==> config.mk <==
export PLATFORM = sky130hd
export DESIGN_NAME = param_alu_mux
export DESIGN_NICKNAME = d
export VERILOG_FILES = /design/src/rtl/param_alu_mux.sv
export SDC_FILE = /design/constraint.sdc
export NUM_CORES = 1
export LEC_CHECK = 0
export ABC_AREA = 0
export BUFFER_PORTS_ARGS = -buffer_cell sky130_fd_sc_hd__clkbuf_2
export CAP_MARGIN = 20
export CORE_UTILIZATION = 40
export CTS_CLUSTER_SIZE = 30
export DETAILED_ROUTE_END_ITERATION = 16
export PLACE_DENSITY = 0.7
export RECOVER_POWER = 100
export SYNTH_ARGS = -nofsm -noshare
export SYNTH_HDL_FRONTEND = slang
export SYNTH_SLANG_ARGS = --single-unit
==> constraint.sdc <==
create_clock -name clk -period 5.2 [get_ports clk]
set_input_delay 0.78 -clock clk [delete_from_list [all_inputs] [get_ports clk]]
set_output_delay 0.78 -clock clk [all_outputs]
set_load 0.1 [all_outputs]
==> src/rtl/param_alu_mux.sv <==
// Three-state ALU/mux. It captures the operands on start, computes during EXEC,
// and registers Y and the flags together with a one-cycle valid pulse on entry to DONE.
module param_alu_mux #(
  parameter int WIDTH  = 8,
  parameter int ACC_EN = 1
) (
  input  logic             clk,
  input  logic             reset,
  input  logic             start,
  input  logic [WIDTH-1:0] A,
  input  logic [WIDTH-1:0] B,
  input  logic [1:0]       Sel,
  input  logic             acc_mode,
  output logic             busy,
  output logic             valid,
  output logic [WIDTH-1:0] Y,
  output logic             carry,
  output logic             overflow,
  output logic             zero
);

  localparam logic [1:0] S_IDLE = 2'd0;
  localparam logic [1:0] S_EXEC = 2'd1;
  localparam logic [1:0] S_DONE = 2'd2;

  logic [1:0]       r_state;
  logic [WIDTH-1:0] r_a;
  logic [WIDTH-1:0] r_b;
  logic [1:0]       r_sel;
  logic             r_acc;
  logic [WIDTH-1:0] r_y;
  logic             r_carry;
  logic             r_ovf;
  logic             r_zero;
  logic             r_valid;

  logic [WIDTH-1:0] w_opa;
  logic [WIDTH:0]   w_sum;
  logic [WIDTH:0]   w_diff;
  logic [WIDTH-1:0] w_y;
  logic             w_carry;
  logic             w_ovf;

  // Y does not change between capture and the EXEC->DONE edge,
  // so the live Y register is the same value as Y at capture time.
  assign w_opa  = ((ACC_EN != 0) && r_acc) ? r_y : r_a;
  assign w_sum  = {1'b0, w_opa} + {1'b0, r_b};
  assign w_diff = {1'b0, w_opa} - {1'b0, r_b};

  always_comb begin
    w_y     = w_opa;
    w_carry = 1'b0;
    w_ovf   = 1'b0;
    case (r_sel)
      2'b00: w_y = w_opa;
      2'b01: w_y = r_b;
      2'b10: begin
        w_y     = w_sum[WIDTH-1:0];
        w_carry = w_sum[WIDTH];
        w_ovf   = (w_opa[WIDTH-1] == r_b[WIDTH-1]) &&
                  (w_sum[WIDTH-1] != w_opa[WIDTH-1]);
      end
      default: begin
        w_y     = w_diff[WIDTH-1:0];
        w_carry = w_diff[WIDTH];
        w_ovf   = (w_opa[WIDTH-1] != r_b[WIDTH-1]) &&
                  (w_diff[WIDTH-1] != w_opa[WIDTH-1]);
      end
    endcase
  end

  always_ff @(posedge clk) begin
    if (reset) begin
      r_state <= S_IDLE;
      r_a     <= '0;
      r_b     <= '0;
      r_sel   <= '0;
      r_acc   <= 1'b0;
      r_y     <= '0;
      r_carry <= 1'b0;
      r_ovf   <= 1'b0;
      r_zero  <= 1'b0;
      r_valid <= 1'b0;
    end else begin
      r_valid <= 1'b0;
      case (r_state)
        S_IDLE: begin
          if (start) begin
            r_a     <= A;
            r_b     <= B;
            r_sel   <= Sel;
            r_acc   <= acc_mode;
            r_state <= S_EXEC;
          end
        end
        S_EXEC: begin
          r_y     <= w_y;
          r_carry <= w_carry;
          r_ovf   <= w_ovf;
          r_zero  <= (w_y == '0);
          r_valid <= 1'b1;
          r_state <= S_DONE;
        end
        S_DONE:  r_state <= S_IDLE;
        default: r_state <= S_IDLE;
      endcase
    end
  end

  assign busy     = (r_state == S_EXEC) || (r_state == S_DONE);
  assign valid    = r_valid;
  assign Y        = r_y;
  assign carry    = r_carry;
  assign overflow = r_ovf;
  assign zero     = r_zero;

endmodule

==> impl_metrics.ini <==
[synthesis]
yosysWarnings = 0
synthFlopType = dfxtp_1
synth_seq_area_share = 0.291
synth_area_leader_cell = dfxtp_1
synth_top_area_share = 0.291
async_flop_share = 0
synth.avg_cell_area_um2 = 8.04
syn-num-nets = 326
post_synth_num_cell_types = 49
synth_most_common_cell = nand2_1
synth_edf_count = 0
ys_top_cells_by_area = dfxtp_1 29%, ha_1 11%, nand2_1 7.9%
syn-cell-area_mm2 = 0.00227
synthTopCellsByCount = 48 x nand2_1, 33 x dfxtp_1, 30 x a21oi_1
synth_cells = 282
ys_seq_elements = 33

[cts]
clock_path_buffers = 2
cts_resized = 0
cts_hold_buffers = 0
cts-root-buf = clkbuf_8
cts_max_level = 2
cts_tree = yes
post_cts_buffers = 0
clk_latency_ps = 290
clk_pin_slew_ps = 70
cts_made_buffers = 5
clock-sinks = 33

[setup_path]
cp_data_required_time_ps = 5390
max_stage_delay_ps = 590
crit_arrival_ps = 3400
critPathMaxFanout = 9
crit_chain = mux2_1 > ha_1 > nor2b_1 > o311ai_0 > a21oi_1 > o31ai_1 > xor2_1 > a21oi_1 > a211oi_1
critPathLaunch = r_acc$_SDFFE_PP0P_
cpMostUsedCell = a21oi_1
path_class = flip-flop to flip-flop
critPathLaunchType = flip-flop
worstReg2RegStart = r_acc$_SDFFE_PP0P_
worstSetupEndpointType = flip-flop
crit_slowest_cell = o311ai_0

[sta]
setup_viol = 0
fin_setup_tns_ps = 0
period_needed_ps = 3200
fin_hold_ws_ps = 455
slew_violations = 0
tightestPinTransition_ps = 1460
grt_setup_unrepaired = no
min_period_over_period = 0.616
clock_skew_ps = 6.91
layout_setup_ws_ps = 2000
max_freq_mhz = 312
hold_viol = 0
max_slew_margin = 0.0249

[drt]
drt-met1-wl_um = 2480
drt_pre_antenna_iters = 4
highest_layer = met4
vias_per_cell = 5.27
postRouteAntennaNets = 0
drt_wl_total_um = 4980
first_iter_violations = 117
wl_met3_um = 148
wl_met2_um = 2250
drc = 0
vias = 2007
post_drt_wl_per_cell_um = 13.1

[run]
max-cap-violations = 0

[floorplan]
chipWidth_um = 77.3
die_h_um = 77.3
core_area_mm2 = 0.00547
rows = 27
start_util = 0.414
top_level_ports = 35
dieArea_mm2 = 0.00597

[global_route]
antenna_found_initial = 0
grt_pass1_wl_um = 8650
overflow = 0
grt_max_degree = 35
grt_use_total = 0.180
grt_pass1_vias = 1904

[worst_hold_path]
holdCritStartpoint = r_a[3]$_SDFFE_PP0P_
hold_class = flip-flop to flip-flop

[placement]
dp_slack_ps = 2080
post_dp_cell_area_mm2 = 0.00244
place.gp.congestion = 0.890
hpwl_um = 3630
numPortBuffers = 34

[outcome]
status = finished, final reports clean

[cells_and_area]
drive_gt1_frac = 0.113
fin_area_mm2 = 0.00250
antenna-diode-count = 0
finalNetCount = 352
area_growth_pct = 10.4

[pwr]
powerDensity_mw_per_mm2 = 352
vdd_drop_max_mv = 0.202
power_uw = 882
leakage_uw = 0.00102
## routing by layer
metal,vias to the layer above,GRT usage
met5,-,0
met4,0,0.0830
met3,9,0.0250
met2,34,0.286
met1,928,0.240
li1,1036,-
## layout by cell type (no fill, tap or decap), types with 3 or more instances in the layout
master     netlist  routed
a21o_1           3       3
ha_1            20      20
mux2i_1          6       6
clkbuf_1         8      15
nand2b_1         7       7
o21ai_0          7       7
a21oi_1         30      30
mux2_1           0       3
mux2_2           8       6
o31ai_1          3       3
dfxtp_1         33      33
inv_1           18      18
clkbuf_8         0       5
nor2b_1          5       5
nor2_1          22      22
nor3b_1          3       3
a2111oi_0        4       4
nand2_1         48      48
xnor2_1          5       5
clkbuf_2         0      20
a211oi_1         7       7
## kinds of logic after synthesis
| family | count (synthesis) | synth area share |
|---|---|---|
| mux | 15 | 0.0728 |
| fa+ha+maj | 22 | 0.128 |
| compound gates | 79 | 0.230 |
| simple gates | 93 | 0.184 |
| flops | 33 | 0.291 |
| buf+inv | 33 | 0.0673 |
| xor+xnor | 7 | 0.0270 |
## flip-flops by register name, indices dropped and copies added, names as in the netlist
register / cells
Y: 8
valid: 1
r_state: 2
r_a: 8
r_acc: 1
zero: 1
overflow: 1
r_sel: 2
carry: 1
r_b: 8
## critical path: cells and delay by family (launching register included)
kind	cells	cell delay [ps]
muxes	1	480
DFF	1	560
AOI/OAI and AO/OA	5	1490
and+or+nand+nor	1	60
adders and majority gates	1	330
xor gates and xnor gates	1	190
## where the power goes
group	internal, uW	switching, uW	total [uW]
logic	119	260	379
clock network	92.7	95.3	188
registers	282	33.0	315
## metrics by stage
step	instances	utilization
after floorplan	282	-
after global placement	373	0.446
after detailed placement	373	0.446
after CTS	381	0.461
after global routing	381	0.457
final	381	0.457
## area by class of cell
class | count | area [um^2]
fillers | 558 | 2970
multi-input cells | 216 | 1450
flip-flops and latches | 33 | 661
repair buffers | 34 | 153
well taps | 72 | 90.1
clock buffers | 6 | 72.6
inverters | 18 | 67.6
clock inverters | 2 | 10.0
## final timing paths
| path | depth (start not counted) | end | slack [ps] |
|---|---|---|---|
| min reg2reg | 2 | r_a[3]$_SDFFE_PP0P_ | 450 |
| min | 2 | r_a[3]$_SDFFE_PP0P_ | 450 |
| max | 9 | Y[5]$_SDFFE_PP0P_ | 2000 |
| max reg2reg | 9 | Y[5]$_SDFFE_PP0P_ | 2000 |
No activity file was read; power rests on OpenSTA's default activity.
